`src/rtl/vga_timing_decoder.sv`:
```
// Receive-side VGA timing decoder: measures line/frame lengths from incoming syncs,
// acquires lock on a stable stream and recovers active-area pixel coordinates.
module vga_timing_decoder #(
  parameter int W_H         = 11,
  parameter int W_V         = 10,
  parameter int LOCK_FRAMES = 2
) (
  input  logic           clk,
  input  logic           reset,
  input  logic           h_sync,
  input  logic           v_sync,
  input  logic           active_video,
  output logic [9:0]     pixel_x,
  output logic [9:0]     pixel_y,
  output logic           pixel_valid,
  output logic           line_start,
  output logic           frame_start,
  output logic [W_H-1:0] h_total_meas,
  output logic [W_V-1:0] v_total_meas,
  output logic           locked,
  output logic           timing_error
);

  typedef enum logic [1:0] {
    S_SEARCH  = 2'd0,
    S_ACQUIRE = 2'd1,
    S_LOCKED  = 2'd2
  } state_t;

  localparam logic [W_H-1:0] H_MAX  = {W_H{1'b1}};
  localparam logic [W_V-1:0] V_MAX  = {W_V{1'b1}};
  localparam logic [W_H-1:0] H_ONE  = {{(W_H-1){1'b0}}, 1'b1};
  localparam logic [W_V-1:0] V_ONE  = {{(W_V-1){1'b0}}, 1'b1};
  localparam logic [3:0]     LOCK_N = 4'(LOCK_FRAMES);

  state_t         r_state, w_state_nxt;
  logic           r_h_s1, r_h_s2, r_v_s1, r_v_s2, r_de_s1, r_de_s2;
  logic [W_H-1:0] r_h_cnt, r_ref_h, r_h_total;
  logic [W_V-1:0] r_v_cnt, r_ref_v, r_v_total;
  logic [3:0]     r_match_cnt, w_match_nxt;
  logic           r_first_line, r_first_frame, w_first_line_nxt, w_first_frame_nxt;
  logic           w_load_ref_h, w_load_ref_v, w_err, w_line_bad, w_frame_bad;
  logic [9:0]     r_pixel_x, r_pixel_y;
  logic           r_pixel_valid, r_line_start, r_frame_start, r_locked, r_timing_error;

  logic           w_h_fall, w_v_fall, w_de_rise, w_de_fall, w_sat, w_line_mis, w_frame_mis;
  logic [W_H-1:0] w_line_len;
  logic [W_V-1:0] w_v_cnt_inc, w_frame_len;

  assign w_h_fall    = r_h_s2 & ~r_h_s1;
  assign w_v_fall    = r_v_s2 & ~r_v_s1;
  assign w_de_rise   = ~r_de_s2 & r_de_s1;
  assign w_de_fall   = r_de_s2 & ~r_de_s1;
  assign w_line_len  = r_h_cnt + H_ONE;
  assign w_v_cnt_inc = (r_v_cnt == V_MAX) ? V_MAX : (r_v_cnt + V_ONE);
  // A coincident h fall belongs to the frame that is ending
  assign w_frame_len = w_h_fall ? w_v_cnt_inc : r_v_cnt;
  assign w_sat       = ((r_h_cnt == H_MAX) & ~w_h_fall) | ((r_v_cnt == V_MAX) & ~w_v_fall);
  assign w_line_mis  = w_h_fall & (w_line_len != r_ref_h);
  assign w_frame_mis = w_v_fall & (w_frame_len != r_ref_v);

  // Input sampling, line/frame counters and length measurements
  always_ff @(posedge clk or negedge reset) begin
    if (!reset) begin
      {r_h_s1, r_h_s2, r_v_s1, r_v_s2} <= 4'b1111;
      {r_de_s1, r_de_s2}               <= 2'b00;
      r_h_cnt   <= '0;
      r_v_cnt   <= '0;
      r_h_total <= '0;
      r_v_total <= '0;
    end else begin
      r_h_s1  <= h_sync;
      r_h_s2  <= r_h_s1;
      r_v_s1  <= v_sync;
      r_v_s2  <= r_v_s1;
      r_de_s1 <= active_video;
      r_de_s2 <= r_de_s1;
      if (w_h_fall) begin
        r_h_cnt   <= '0;
        r_h_total <= w_line_len;
      end else if (r_h_cnt != H_MAX) begin
        r_h_cnt <= r_h_cnt + H_ONE;
      end
      if (w_v_fall) begin
        r_v_cnt   <= '0;
        r_v_total <= w_frame_len;
      end else if (w_h_fall) begin
        r_v_cnt <= w_v_cnt_inc;
      end
    end
  end

  // Lock FSM next state; in ACQUIRE the first line/frame after entry only seeds the refs
  always_comb begin
    w_state_nxt       = r_state;
    w_err             = 1'b0;
    w_match_nxt       = r_match_cnt;
    w_load_ref_h      = 1'b0;
    w_load_ref_v      = 1'b0;
    w_first_line_nxt  = r_first_line;
    w_first_frame_nxt = r_first_frame;
    w_line_bad        = 1'b0;
    w_frame_bad       = 1'b0;
    case (r_state)
      S_SEARCH: begin
        if (w_v_fall) begin
          w_state_nxt       = S_ACQUIRE;
          w_load_ref_h      = 1'b1;
          w_load_ref_v      = 1'b1;
          w_match_nxt       = 4'd0;
          w_first_line_nxt  = 1'b1;
          w_first_frame_nxt = 1'b1;
        end else begin
          w_match_nxt = 4'd0;
        end
      end
      S_ACQUIRE: begin
        if (w_sat) begin
          w_state_nxt = S_SEARCH;
        end else begin
          w_line_bad   = w_line_mis & ~r_first_line;
          w_frame_bad  = w_frame_mis & ~r_first_frame;
          w_load_ref_h = w_h_fall;
          w_load_ref_v = w_v_fall;
          if (w_h_fall) begin
            w_first_line_nxt = 1'b0;
          end else begin
            w_first_line_nxt = r_first_line;
          end
          if (w_v_fall) begin
            w_first_frame_nxt = 1'b0;
          end else begin
            w_first_frame_nxt = r_first_frame;
          end
          if (w_line_bad | w_frame_bad) begin
            w_err       = 1'b1;
            w_match_nxt = 4'd0;
          end else if (w_v_fall) begin
            w_match_nxt = r_match_cnt + 4'd1;
          end else begin
            w_match_nxt = r_match_cnt;
          end
          if (w_match_nxt >= LOCK_N) begin
            w_state_nxt = S_LOCKED;
          end else begin
            w_state_nxt = S_ACQUIRE;
          end
        end
      end
      S_LOCKED: begin
        if (w_sat | w_line_mis | w_frame_mis) begin
          w_err       = 1'b1;
          w_state_nxt = S_SEARCH;
        end else begin
          w_state_nxt = S_LOCKED;
        end
      end
      default: begin
        w_state_nxt = S_SEARCH;
      end
    endcase
  end

  // Lock FSM state register and reference lengths
  always_ff @(posedge clk or negedge reset) begin
    if (!reset) begin
      r_state       <= S_SEARCH;
      r_ref_h       <= '0;
      r_ref_v       <= '0;
      r_match_cnt   <= 4'd0;
      r_first_line  <= 1'b0;
      r_first_frame <= 1'b0;
    end else begin
      r_state       <= w_state_nxt;
      r_match_cnt   <= w_match_nxt;
      r_first_line  <= w_first_line_nxt;
      r_first_frame <= w_first_frame_nxt;
      if (w_load_ref_h) r_ref_h <= w_line_len;
      if (w_load_ref_v) r_ref_v <= w_frame_len;
    end
  end

  // Registered status pulses and active-area coordinates
  always_ff @(posedge clk or negedge reset) begin
    if (!reset) begin
      r_pixel_x      <= 10'd0;
      r_pixel_y      <= 10'd0;
      r_pixel_valid  <= 1'b0;
      r_line_start   <= 1'b0;
      r_frame_start  <= 1'b0;
      r_locked       <= 1'b0;
      r_timing_error <= 1'b0;
    end else begin
      if (w_de_rise) begin
        r_pixel_x <= 10'd0;
      end else if (r_de_s1) begin
        r_pixel_x <= r_pixel_x + 10'd1;
      end
      if (w_v_fall) begin
        r_pixel_y <= 10'd0;
      end else if (w_de_fall) begin
        r_pixel_y <= r_pixel_y + 10'd1;
      end
      r_pixel_valid  <= r_de_s1 & (w_state_nxt == S_LOCKED);
      r_line_start   <= w_h_fall;
      r_frame_start  <= w_v_fall;
      r_locked       <= (w_state_nxt == S_LOCKED);
      r_timing_error <= w_err;
    end
  end

  assign pixel_x      = r_pixel_x;
  assign pixel_y      = r_pixel_y;
  assign pixel_valid  = r_pixel_valid;
  assign line_start   = r_line_start;
  assign frame_start  = r_frame_start;
  assign h_total_meas = r_h_total;
  assign v_total_meas = r_v_total;
  assign locked       = r_locked;
  assign timing_error = r_timing_error;

endmodule

```
`config.mk`:
```
export PLATFORM = sky130hd
export DESIGN_NAME = vga_timing_decoder
export DESIGN_NICKNAME = d
export VERILOG_FILES = /design/src/rtl/vga_timing_decoder.sv
export SDC_FILE = /design/constraint.sdc
export NUM_CORES = 1
export LEC_CHECK = 0
export CORE_ASPECT_RATIO = 0.9
export CORE_MARGIN = 2
export CORE_UTILIZATION = 54
export CTS_BUF_LIST = sky130_fd_sc_hd__clkbuf_2 sky130_fd_sc_hd__clkbuf_4 sky130_fd_sc_hd__clkbuf_8
export DETAILED_ROUTE_END_ITERATION = 6
export HOLD_SLACK_MARGIN = 0.15
export PLACE_DENSITY = 0.81
export SYNTH_ARGS = -nofsm -noshare
export SYNTH_HDL_FRONTEND = slang
export SYNTH_SLANG_ARGS = --single-unit
export TNS_END_PERCENT = 100
```
`constraint.sdc`:
```
create_clock -name clk -period 4.2 [get_ports clk]
set_input_delay 0.84 -clock clk [delete_from_list [all_inputs] [get_ports clk]]
set_output_delay 0.84 -clock clk [all_outputs]
set_load 0.01 [all_outputs]
```
[Yosys cells after proc, flatten, opt, wreduce, memory -nomap -nowiden]
Cells that the tools add are included.
Operators by class
  $add $sub $neg: 5
  multipliers: 0
  div/mod/pow operators: 0
  magnitude comparators: 1
  equality and inequality tests: 12
  shifts and indexed selects: 0
  mux-type cells: 36
  bitwise logic cells: 23
  reductions and logical operators: 8
Operators with widths (count)
  $mux 10: 7
  $add 10x1->10 const B: 3
  $mux 11: 2
  $mux 4: 5
  $add 11x1->11 const B: 1
  $and 1x1->1: 11
  $eq 11x11->1 const B: 1
  $mux 1: 11
  $ne 11x11->1: 1
  $ne 11x11->1 const B: 1
  $eq 10x10->1 const B: 1
  $ne 10x10->1: 1
  $pmux 1 s2: 5
  $mux 2: 4
  $ne 2x2->1 const B: 4
  $not 1->1: 8
  $pmux 4 s2: 1
  $reduce_and 4->1: 2
  $reduce_bool 2->1: 4
  $pmux 2 s3: 1
  $add 4x1->4 const B: 1
  $eq 2x2->1 const B: 2
  $ge 4x2->1 const B: 1
  $or 1x1->1: 4
  3 further kinds: 3
Word-level totals
  flip-flop bits (word level): 102
  bits in latches: 0
  memory bits (writable): 0
  ROM bits: 0
  input port bits: 5
  output and inout bits: 46
  memories: 0

[Longest topological paths before layout]
Gate-level depths: netlist of run 1.
  depth in word-level cells: 16
  depth in mapped cells: 12

[Least setup slack after synthesis of run 1]
No wires, ideal clock.
  path type: reg2reg
  from: reg r_v_cnt[0]
  to: reg r_match_cnt[2]
  setup time: 0.126 ns
  arrival: 2.494 ns
  slack: 1.580 ns
  cell stages (with the launch flop): 11
  buffers on the path: 0
  period minus slack after synthesis: 2.620 ns
  cell sequence: dfrtp_1 ha_1 and3b_1 nand3_1 a21oi_1 mux2_2 o2111ai_2 nor3_4 o31ai_2 nor3_1 a311o_1
On the way
  word-level cells in the longest chain between the ends: 12
Ends and longest elaborated chain
  start: declaration: RTL line 39  | logic [W_V-1:0] r_v_cnt, r_ref_v, r_v_total;
  start signal: assignment: RTL line 88  | r_v_cnt <= w_v_cnt_inc;
  $add 10x1->10 / $eq 10x10->1 (equally long branches): RTL line 55, 58
  $mux 10: RTL line 55  | assign w_v_cnt_inc = (r_v_cnt == V_MAX) ? V_MAX : (r_v_cnt + V_ONE);
  $mux 10
  $ne 10x10->1: RTL line 60  | assign w_frame_mis = w_v_fall & (w_frame_len != r_ref_v);
  $and 1x1->1: RTL line 60
  $and 1x1->1: RTL line 122  | w_frame_bad = w_frame_mis & ~r_first_frame;
  $or 1x1->1: RTL line 135  | if (w_line_bad | w_frame_bad) begin
  $mux 4: RTL line 135
  $mux 4: RTL line 118  | if (w_sat) begin
  $mux 4: RTL line 104  | case (r_state)
  $mux 4: RTL line 118
  $pmux 4 s2: RTL line 104
  end signal: assignment: RTL line 175  | r_match_cnt <= w_match_nxt;
  end: declaration: RTL line 40  | logic [3:0] r_match_cnt, w_match_nxt;
Parallel ways exist; a longest one is shown, timed or not. The select of a mux whose other input is x is not followed.
A chain may end at the register's enable or synchronous reset.

[Worst setup path in the final report of run 1]
  from: reg r_h_s1
  to: reg r_match_cnt[2]
On the way
  word-level cells in the longest chain between the ends: 12
Ends and longest elaborated chain
  start: declaration: RTL line 37  | logic r_h_s1, r_h_s2, r_v_s1, r_v_s2, r_de_s1, r_de_s2;
  start signal: assignment: RTL line 72  | r_h_s1 <= h_sync;
  $not 1->1 (*): RTL line 50  | assign w_h_fall = r_h_s2 & ~r_h_s1;
  $and 1x1->1 (*): RTL line 50
  $mux 10
  $ne 10x10->1: RTL line 60
  $and 1x1->1: RTL line 60
  $and 1x1->1: RTL line 122
  $or 1x1->1: RTL line 135
  $mux 4: RTL line 135
  $mux 4: RTL line 118
  $mux 4: RTL line 104
  $mux 4: RTL line 118
  $pmux 4 s2: RTL line 104
Mark *: on every way between the ends. The rest lies on a longest branch, timed or not. The select of a mux whose other input is x is not followed.

==> out/results.md, run 1 <==
| Step | Metric | Reported |
| --- | --- | --- |
| pwr | Static leakage | 2.496 nW |
| run | Reported max-cap violation count | 0 |
| timing | Unrepaired setup endpoints after global routing | false |
| final layout | Leading cell types in the layout, fill and taps excluded | 98 x dfrtp_1, 72 x nand2_1, 60 x nor2_1 |
| critical path | Worst Path Required | 4520 ps |
| timing | Upper clock frequency limit | 303.1 MHz |
| synthesis | Portion of synthesized cell area occupied by the leading cell type | 0.4873 |
| synthesis | Gate count of the mapped netlist | 528 |
| synthesis | Main area contributors after synthesis | dfrtp_1 49%, nand2_1 5.4%, o21ai_0 4.9%, nor2_1 4.5%, xnor2_1 3.5% |
| timing | Final count of pins violating max slew | 0 |
| timing | Count of endpoints failing hold in the final timing report | 0 |
| synthesis | Number of distinct library cells after synthesis | 63 |
| route | DRT antenna net count | 0 |
| run status | Result of the run | finished, final reports clean |
| clock network | H-Tree Level Count | 3 |
| clock network | Resized cells post-CTS | 0 |
| final layout | Layout overhead on the synthesized area | 15.54% |
| placed design | Number of port buffers | 50 |
| route | Overall routed net length | 11040 um |
| placed design | DP HPWL | 7818 um |
| grt | Gr usage total | 0.2361 |
| timing | Final setup violation count | 0 |
| placed design | Final estimated routing congestion in global placement | 0.9727 |
| clock network | Maximum clock insertion buffer count | 2 |
| final layout | Total of fill cells in the finished design | 746 |
| synthesis | Post-synthesis instance area | 0.005032 sq mm |
| route | Routed wirelength normalized by instance count | 15.86 um |
| route | Vias after detailed routing | 4001 |
| synthesis | Share of synthesized registers carrying an async set or reset | 1.000 |
| critical path | CP startpoint kind | flip-flop |
| timing | Worst clock skew | 12.58 ps |
| synthesis | Synth Net Count | 542 |
| final layout | Layout cells sized above 1 | 0.08362 |
| critical path | Cell with the largest stage delay on the worst path | dfstp_2 |
| timing | Setup TNS Final | 0 ps |
| clock network | TritonCTS clock tree | done |
| timing | Post-route clock period utilization | 0.7856 |
| synthesis | Number of warnings issued by yosys | 0 |
| timing | Period minus WS final | 3300 ps |
| grt | Antenna violations before repair | 0 |
| grt | Total overflow reported by the global router | 0 |
| clock network | Clock insertion delay at the later pin of the skew report | 390 ps |
| grt | Pin count of the biggest net entering global routing | 51 |
| pwr | Pwr/cell area | 444.9 mW/mm^2 |
| hold path | Class of the tightest hold or removal check | reg -> reg |
| critical path | Category of the worst setup path capture point | flip-flop |
| critical path | Critical path arrival | 3620 ps |
| synthesis | Avg Cell Area, Syn | 9.531 sq um |
| route | Mean number of vias per cell | 5.749 |
| synthesis | Post-synthesis cell type with the largest combined area | dfrtp_1 |
| clock network | Clock sink count | 102 |
| timing | Smallest hold slack | 378.8 ps |
| timing | Slew at the pin with the worst max-slew slack | 634.3 ps |
| final layout | Most common cell after layout, fill and taps aside | dfrtp_1 |
| die | Die Height | 95.58 um |
| synthesis | Post-synth EDFFs | 0 |
| die | Number of placement rows | 33 |
| critical path | Worst setup path category | reg -> reg |
| grt | Global-route wire length before repair | 18690 um |
| clock network | Clk root buf | clkbuf_8 |
| final layout | Number of antenna repair diodes | 0 |
| die | Area inside the core boundary | 0.009084 sq mm |
| synthesis | Seq cells post-synth | 102 |
| die | Initial core utilization | 0.5540 |
| die | Overall die area | 0.01011 sq mm |
| grt | Vias in the first global route | 3786 |
| clock network | TritonCTS Buffers | 9 |
| synthesis | Dominant synthesized flop cell | dfrtp_1 |
| die | Width of the die | 105.8 um |
| pwr | Largest voltage drop on the vdd net | 0.0002171 V |
| route | Total iterations of the first detailed-routing run | 6 |
| clock network | Buffer count from post-CTS setup fixing | 0 |
| critical path | Largest incremental delay on the critical path | 570 ps |
| clock network | # hold bufs at CTS | 0 |
| synthesis | Proportion of synthesized chip area in sequential cells | 0.5082 |
| timing | Remaining max-slew budget at the tightest pin | 0.5772 |
| critical path | Ordered list of cells on the worst path | nand2b_1, buf_4, inv_1, nand2_1, and3_1, o22ai_1, or4_4, nor3_4, o31ai_2, nor4_1, a311o_1 |
| critical path | Maximum fanout along the worst path | 29 |
| final layout | Net total in the final layout | 583 |
| route | Number of design rule violations left after detail routing | 0 |
| route | Starting DRC count in detailed routing | 238 |
| die | I/O pin count | 51 |
| clock network | Clock slew seen by the registers of the worst setup and hold paths | 110 ps |
## layer usage
layer | GRT usage | up-vias | wire length (um)
met4 | 0.07018 | 0 | 160
met5 | 0 | - | 0
li1 | - | 1912 | -
met1 | 0.3241 | 1921 | 5064
met3 | 0.05126 | 19 | 652
met2 | 0.3817 | 149 | 5163
## cells in the mapped netlist, drive strengths merged, types with 4 or more instances
cell type and n:
dfrtp 98, nand2 72, nor2 61, o21ai 50
nand3 31, a21oi 29, xnor2 20, clkbuf 19
xor2 16, nor3 12, inv 10, and3 9
ha 9, buf 8, nand4 8, mux2i 6
a31oi 5, dfstp 4
## worst paths after layout
path	start	endpoint	slack, ps	cells past startpoint
min in group asynchronous	reset	v_total_meas[6]	470	1
hold reg to reg	r_v_s1	r_v_s2	380	0
setup reg to reg	r_h_s1	r_match_cnt[2]	900	11
hold / removal	r_v_s1	r_v_s2	380	0
max in group asynchronous	reset	r_h_s1	2870	2
setup / recovery	r_h_s1	r_match_cnt[2]	900	11
## cell type report
class / count / area, sq um / share of cell area
sequential: 102 / 2557 / 0.4399
multi-input combinational: 389 / 2327 / 0.4003
timing repair buffer: 57 / 550.5 / 0.09468
tap: 122 / 152.6 / 0.02625
clock buffer: 9 / 123.9 / 0.02130
clock inverter: 7 / 65.06 / 0.01119
inverter: 10 / 37.54 / 0.006456
## sequential cells by signal, indices dropped and copies added (netlist names), 2 cells and up
register / cells
h_total_meas: 11
r_h_cnt: 11
r_ref_h: 11
pixel_x: 10
pixel_y: 10
r_ref_v: 10
r_v_cnt: 10
v_total_meas: 10
r_match_cnt: 4
r_state: 2
## cell families after synthesis
family | after synthesis | share of synthesized area
DFF | 102 | 0.5082
AOI/OAI and AO/OA | 114 | 0.1427
buffers and inverters | 37 | 0.02934
adders and majority gates | 9 | 0.02238
and+or+nand+nor | 220 | 0.2113
muxes | 9 | 0.01865
xor gates and xnor gates | 37 | 0.06738
## power by group
group | internal [W] | leakage [nW] | total, W | switching (W)
sequential | 0.00113 | 1.35 | 0.00128 | 0.000147
combinational | 0.000322 | 1.06 | 0.000707 | 0.000385
clock | 0.000230 | 0.0943 | 0.000602 | 0.000372
total | 0.00168 | 2.50 | 0.00259 | 0.000904
## metrics by stage
step	setup slack [ps]	area (sq um)	instances	util	power, W
global placement	1222	5625	680	0.6193	0.001957
floorplan	1580	5032	528	-	0.001745
finish	900.3	5814	696	0.6401	0.002587
CTS	916.8	5814	696	0.6401	0.002598
global route	669.9	5814	696	0.6401	0.002746
detailed placement	1065	5625	680	0.6193	0.001994
## worst max-delay path: cells and delay by family, from the launching register on
kind / cells / cell delay, ps
AND/OR/NAND/NOR: 6 / 1640
buffers and inverters: 2 / 580
flip-flops: 1 / 570
AO/OA/AOI/OAI: 3 / 440
Note: power is estimated with default switching activity, not from simulation.
==> run 2: changes to the inputs <==
clock period = 3.4 ns   (was 4.2 ns; I/O delays follow)
==> run 2 against run 1 <==
Effect of this change:
- total power is 21% higher
- critical path type unchanged
- die area stayed put
- via count is 0.85% lower
==> out/results.md, run 2 (synthesized netlist as in run 1, its figures left out) <==
| Step | Metric | Reported | vs previous |
| --- | --- | --- | --- |
| clock network | # hold bufs at CTS | 0 | unchanged |
| placed design | Number of cells after detailed placement | 681 | was 680 |
| final layout | Leading cell types in the layout, fill and taps excluded | 98 x dfrtp_1, 72 x nand2_1, 60 x nor2_1 | unchanged |
| placed design | Number of port buffers | 50 | unchanged |
| final layout | Net total in the final layout | 584 | was 583 |
| run | Reported max-cap violation count | 0 | unchanged |
| placed design | DP HPWL | 7591 um | was 7818 um |
| critical path | Cell with the largest stage delay on the worst path | dfrtp_1 | was dfstp_2 |
| pwr | Largest voltage drop on the vdd net | 0.0003886 V | was 0.0002171 V |
| grt | Global-route wire length before repair | 17930 um | was 18690 um |
| final layout | Sequential standard cell area | 0.002557 sq mm | unchanged |
| final layout | Non-filler instance count after layout | 697 | was 696 |
| clock network | Maximum clock insertion buffer count | 2 | unchanged |
| clock network | Clock slew seen by the registers of the worst setup and hold paths | 100 ps | was 110 ps |
| route | Vias after detailed routing | 3967 | was 4001 |
| route | Routed wirelength normalized by instance count | 15.07 um | was 15.86 um |
| hold path | Class of the tightest hold or removal check | reg -> reg | unchanged |
| die | Overall die area | 0.01011 sq mm | unchanged |
| grt | Vias in the first global route | 3834 | was 3786 |
| grt | Met2 usage in global routing | 0.3634 | was 0.3817 |
| critical path | Top cell by count, worst path | nor4_1 |  |
| clock network | Buffer count from post-CTS setup fixing | 0 | unchanged |
| clock network | Resized cells post-CTS | 0 | unchanged |
| grt | Pin count of the biggest net entering global routing | 64 | was 51 |
| timing | Upper clock frequency limit | 326.7 MHz | was 303.1 MHz |
| route | Starting DRC count in detailed routing | 261 | was 238 |
| critical path | Maximum fanout along the worst path | 8 | was 29 |
| grt | Total overflow reported by the global router | 0 | unchanged |
| timing | Post-route clock period utilization | 0.9002 | was 0.7856 |
| final layout | Layout overhead on the synthesized area | 15.81% | was 15.54% |
| die | Number of placement rows | 33 | unchanged |
| grt | GR Util met3 | 0.04443 | was 0.05126 |
| route | Total iterations of the first detailed-routing run | 5 | was 6 |
| critical path | Critical path arrival | 3360 ps | was 3620 ps |
| clock network | Clock insertion delay at the later pin of the skew report | 360 ps | was 390 ps |
| grt | M1 GR Usage | 0.3073 | was 0.3241 |
| die | Die Height | 95.58 um | unchanged |
| pwr | Static leakage | 2.497 nW | was 2.496 nW |
| timing | Count of endpoints failing hold in the final timing report | 0 | unchanged |
| clock network | H-Tree Level Count | 3 | unchanged |
| final layout | Final standard cell area without fillers | 0.005828 sq mm | was 0.005814 sq mm |
| critical path | Worst Path Required | 3700 ps | was 4520 ps |
| timing | Final setup violation count | 0 | unchanged |
| placed design | Final estimated routing congestion in global placement | 1.011 | was 0.9727 |
| final layout | Layout cells sized above 1 | 0.08522 | was 0.08362 |
| die | Area inside the core boundary | 0.009084 sq mm | unchanged |
| critical path | Category of the worst setup path capture point | flip-flop | unchanged |
| timing | Unrepaired setup endpoints after global routing | false | unchanged |
| grt | Gr usage total | 0.2224 | was 0.2361 |
| timing | Worst clock skew | 10.77 ps | was 12.58 ps |
| die | Width of the die | 105.8 um | unchanged |
| clock network | TritonCTS Buffers | 9 | unchanged |
| grt | Most used routing layer | met2 | unchanged |
| final layout | Most common cell after layout, fill and taps aside | dfrtp_1 | unchanged |
| grt | Antenna violations before repair | 0 | unchanged |
| clock network | Clk root buf | clkbuf_8 | unchanged |
| placed design | Area after detailed placement | 0.005645 sq mm | was 0.005625 sq mm |
| timing | Final count of pins violating max slew | 0 | unchanged |
| critical path | CP startpoint kind | flip-flop | unchanged |
| timing | Slew at the pin with the worst max-slew slack | 788.2 ps | was 634.3 ps |
| die | I/O pin count | 51 | unchanged |
| final layout | Total of fill cells in the finished design | 751 | was 746 |
| timing | Setup TNS Final | 0 ps | unchanged |
| timing | Remaining max-slew budget at the tightest pin | 0.4745 | was 0.5772 |
| critical path | Largest incremental delay on the critical path | 480 ps | was 570 ps |
| final layout | Number of antenna repair diodes | 0 | unchanged |
| final layout | Multi-input gate area | 0.002327 sq mm | unchanged |
| clock network | TritonCTS clock tree | done | unchanged |
| timing | Smallest hold slack | 366.2 ps | was 378.8 ps |
| pwr | Pwr/cell area | 538.6 mW/mm^2 | was 444.9 mW/mm^2 |
| critical path | Worst setup path category | reg -> reg | unchanged |
| clock network | Clock sink count | 102 | unchanged |
| route | DRT antenna net count | 0 | unchanged |
| route | Mean number of vias per cell | 5.692 | was 5.749 |
| run status | Result of the run | finished, final reports clean | unchanged |
| die | Initial core utilization | 0.5540 | unchanged |
| route | Number of design rule violations left after detail routing | 0 | unchanged |
| pwr | Final total power | 0.003139 W | was 0.002587 W |
| timing | Period minus WS final | 3061 ps | was 3300 ps |
| critical path | Ordered list of cells on the worst path | ha_1, xor3_1, a2111oi_0, o2111ai_1, nor4_1, nand4_1, nand2_1, o31ai_2, nor4_1, a311o_1 | was nand2b_1, buf_4, inv_1, nand2_1, and3_1, o22ai_1, or4_4, nor3_4, o31ai_2, nor4_1, a311o_1 |
| route | Overall routed net length | 10500 um | was 11040 um |
## run 2: cell count changes in the layout (fill, tap and decap cells not counted), sizes merged
cell,before,now
clkinv,2,0
clkbuf,9,13
clkinvlp,1,3
inv,14,10
buf,8,9
## run 2: power by group
part	switching, W	total [W]	internal [W]
Sequential	0.000177	0.00157	0.00140
Combinational	0.000452	0.000852	0.000400
Clock	0.000403	0.000715	0.000312
Total	0.00103	0.00314	0.00211
## run 2: final timing paths
kind	endpoint	slack [ps]	start	cells after the start
worst min register to register	r_v_s2	370	r_v_s1	0
max in group asynchronous	r_v_s1	2270	reset	2
min in group asynchronous	frame_start	390	reset	1
worst min-delay path	r_v_s2	370	r_v_s1	0
worst max-delay path	r_match_cnt[2]	340	r_h_cnt[0]	10
worst max register to register	r_match_cnt[2]	340	r_h_cnt[0]	10
## run 2: final cells by class
class / instances / share of cell area
sequential: 102 / 0.4388
multi-input combinational: 389 / 0.3993
timing repair buffer: 58 / 0.09790
clock buffer: 13 / 0.02748
tap: 122 / 0.02619
inverter: 10 / 0.006441
clock inverter: 3 / 0.003864
## run 2: layer usage
metal	routed length (um)	up-vias	share of wire
met2	4920	108	0.47
met3	505	14	0.048
met4	125	0	0.012
met1	4951	1934	0.47
li1	-	1911	-
met5	0	-	0
## run 2: critical path, delay by kind of cell, from the launching register on
family | cells | cell delay [ps]
simple gates | 4 | 1030
fa+ha+maj | 1 | 320
xor+xnor | 1 | 360
compound gates | 4 | 810
flops | 1 | 480
## run 2: stage by stage
step                        util  setup WS (ps)
after detailed placement  0.6215          370.2
after global placement    0.6215          575.5
after global routing      0.6416          31.77
after floorplan                -          779.7
final                     0.6416          339.2
after CTS                 0.6416          316.8
==> run 3: changes to the inputs <==
CORE_MARGIN = 10   (was 2)
PLACE_DENSITY = 0.86   (was 0.81)
==> run 3 against run 2 <==
Effect of this change:
- clock power increased by 12%
- via count increased by 0.71%
- non-clock buffer count unchanged
- combinational power increased by 2%
- utilization increased by 0.29 points
- wire length increased by 9.0%
- register-to-register slack improved by 50 ps
==> out/results.md, run 3 (synthesized netlist as in run 1, its figures left out) <==
| Step | Metric | Reported | vs previous |
| --- | --- | --- | --- |
| run | Reported max-cap violation count | 0 | unchanged |
| critical path | Critical path arrival | 3320 ps | was 3360 ps |
| route | Routed wirelength normalized by instance count | 16.42 um | was 15.07 um |
| clock network | # hold bufs at CTS | 0 | unchanged |
| clock network | Clock sink count | 102 | unchanged |
| die | I/O pin count | 51 | unchanged |
| critical path | R2R setup slack | 390 ps | was 340 ps |
| hold path | Min-delay src | r_v_s1 | unchanged |
| critical path | Reg-to-Reg End | r_match_cnt[2] | unchanged |
| grt | Vias in the first global route | 3986 | was 3834 |
| hold path | Class of the tightest hold or removal check | reg -> reg | unchanged |
| grt | Total overflow reported by the global router | 0 | unchanged |
| critical path | Ordered list of cells on the worst path | nand2b_1, nor3_1, o32ai_2, xnor2_1, or4_4, nor3_4, o31ai_2, nor4_1, a311o_1 | was ha_1, xor3_1, a2111oi_0, o2111ai_1, nor4_1, nand4_1, nand2_1, o31ai_2, nor4_1, a311o_1 |
| route | Total iterations of the first detailed-routing run | 5 | unchanged |
| timing | Smallest hold slack | 371.5 ps | was 366.2 ps |
| route | Mean number of vias per cell | 5.732 | was 5.692 |
| route | Vias after detailed routing | 3995 | was 3967 |
| placed design | DP HPWL | 8207 um | was 7591 um |
| timing | Final worst-path setup slack | 390.3 ps | was 339.2 ps |
| die | Overall die area | 0.01359 sq mm | was 0.01011 sq mm |
| critical path | Origin of the worst setup path | r_h_s1 | was r_h_cnt[0] |
| final layout | Post-layout util | 0.6445 | was 0.6416 |
| die | Number of placement rows | 33 | unchanged |
| route | Starting DRC count in detailed routing | 284 | was 261 |
| critical path | Cell with the largest stage delay on the worst path | dfstp_2 | was dfrtp_1 |
| route | DR WL met3 | 847 um | was 505 um |
| die | Area inside the core boundary | 0.009084 sq mm | unchanged |
| critical path | Maximum fanout along the worst path | 10 | was 8 |
| pwr | Static leakage | 2.516 nW | was 2.497 nW |
| clock network | TritonCTS clock tree | done | unchanged |
| route | DRT antenna net count | 0 | unchanged |
| timing | Upper clock frequency limit | 332.3 MHz | was 326.7 MHz |
| route | Uppermost layer routed | met4 | unchanged |
| timing | Final setup violation count | 0 | unchanged |
| grt | Gr usage total | 0.1738 | was 0.2224 |
| final layout | Final standard cell area without fillers | 0.005854 sq mm | was 0.005828 sq mm |
| clock network | Maximum clock insertion buffer count | 2 | unchanged |
| pwr | Pwr/cell area | 555.5 mW/mm^2 | was 538.6 mW/mm^2 |
| clock network | Buffer count from post-CTS setup fixing | 0 | unchanged |
| clock network | TritonCTS Buffers | 9 | unchanged |
| final layout | Most common cell after layout, fill and taps aside | dfrtp_1 | unchanged |
| critical path | Category of the worst setup path capture point | flip-flop | unchanged |
| clock network | H-Tree Level Count | 3 | unchanged |
| clock network | Resized cells post-CTS | 0 | unchanged |
| clock network | Clk root buf | clkbuf_8 | unchanged |
| critical path | Worst Path Required | 3710 ps | was 3700 ps |
| timing | Worst clock skew | 13.25 ps | was 10.77 ps |
| die | Initial core utilization | 0.5540 | unchanged |
| critical path | Largest incremental delay on the critical path | 590 ps | was 480 ps |
| route | Overall routed net length | 11450 um | was 10500 um |
| grt | Pin count of the biggest net entering global routing | 64 | unchanged |
| placed design | Pre-CTS setup slack | 462.8 ps | was 370.2 ps |
| critical path | Last element of the critical path | r_match_cnt[2] | unchanged |
| route | Number of design rule violations left after detail routing | 0 | unchanged |
| route | Met1 wire length | 4948 um | was 4951 um |
| run status | Result of the run | finished, final reports clean | unchanged |
| critical path | Worst setup path category | reg -> reg | unchanged |
| final layout | Number of antenna repair diodes | 0 | unchanged |
| grt | Antenna violations before repair | 0 | unchanged |
| timing | Setup TNS Final | 0 ps | unchanged |
| placed design | Number of port buffers | 50 | unchanged |
| clock network | Clock slew seen by the registers of the worst setup and hold paths | 100 ps | about the same |
| timing | Final count of pins violating max slew | 0 | unchanged |
| critical path | CP startpoint kind | flip-flop | unchanged |
| timing | Period minus WS final | 3010 ps | was 3061 ps |
| timing | Unrepaired setup endpoints after global routing | false | unchanged |
| pwr | Largest voltage drop on the vdd net | 0.0002646 V | was 0.0003886 V |
| placed design | Area after detailed placement | 0.005645 sq mm | unchanged |
| final layout | Net total in the final layout | 584 | unchanged |
| final layout | Layout overhead on the synthesized area | 16.34% | was 15.81% |
| clock network | Clock insertion delay at the later pin of the skew report | 370 ps | was 360 ps |
| die | Die Height | 111.6 um | was 95.58 um |
| critical path | Critical register-to-register path startpoint | r_h_s1 | was r_h_cnt[0] |
| timing | Remaining max-slew budget at the tightest pin | 0.4690 | was 0.4745 |
| die | Width of the die | 121.8 um | was 105.8 um |
| timing | Count of endpoints failing hold in the final timing report | 0 | unchanged |
| final layout | Layout cells sized above 1 | 0.08522 | unchanged |
| route | Detail Route met2 WL | 5549 um | was 4920 um |
| grt | Global-route wire length before repair | 19650 um | was 17930 um |
| timing | Post-route clock period utilization | 0.8852 | was 0.9002 |
| final layout | Leading cell types in the layout, fill and taps excluded | 98 x dfrtp_1, 72 x nand2_1, 60 x nor2_1 | unchanged |
| timing | Slew at the pin with the worst max-slew slack | 796.5 ps | was 788.2 ps |
| placed design | Final estimated routing congestion in global placement | 1.025 | was 1.011 |
| critical path | Depth of the worst register-to-register path | 9 | was 10 |
## run 3: power by group
group	switching (W)	internal (W)	leakage, nW
Clock	0.000427	0.000377	0.104
Combinational	0.000470	0.000400	1.06
Sequential	0.000182	0.00140	1.35
## run 3: per-stage QoR
step	total power, W	instances
floorplan	0.002155	528
global placement	0.002414	681
detailed placement	0.002462	681
CTS	0.003269	697
global route	0.003457	697
finish	0.003252	697
## run 3: layout make-up
| cell class | count | area, sq um |
|---|---|---|
| Inverter | 10 | 37.54 |
| Clock buffer | 11 | 145.1 |
| Sequential cell | 102 | 2557 |
| Multi-Input combinational cell | 389 | 2327 |
| Fill cell | 713 | 3229 |
| Tap cell | 122 | 152.6 |
| Clock inverter | 5 | 63.81 |
| Timing Repair Buffer | 58 | 570.5 |
## run 3: how the worst min path moves through the flow
stage | endpoint | slack, ps | cells after the start
floorplan | r_v_s2 | 350 | 0
global placement | r_v_s2 | 350 | 0
detailed placement | r_v_s2 | 360 | 0
CTS | r_v_s2 | 370 | 0
global route | r_v_s2 | 380 | 0
finish | r_v_s2 | 370 | 0
## run 3: per-layer routing
metal | up-vias | global-route usage
li1 | 1915 | -
met1 | 1918 | 0.2275
met2 | 148 | 0.2787
met3 | 14 | 0.04444
met4 | 0 | 0.04607
met5 | - | 0
## run 3: critical path, delay by kind of cell (launching register included)
family          cells  cell delay, ps
simple gates        5            1490
flops               1             590
xor+xnor            1             130
compound gates      3             750
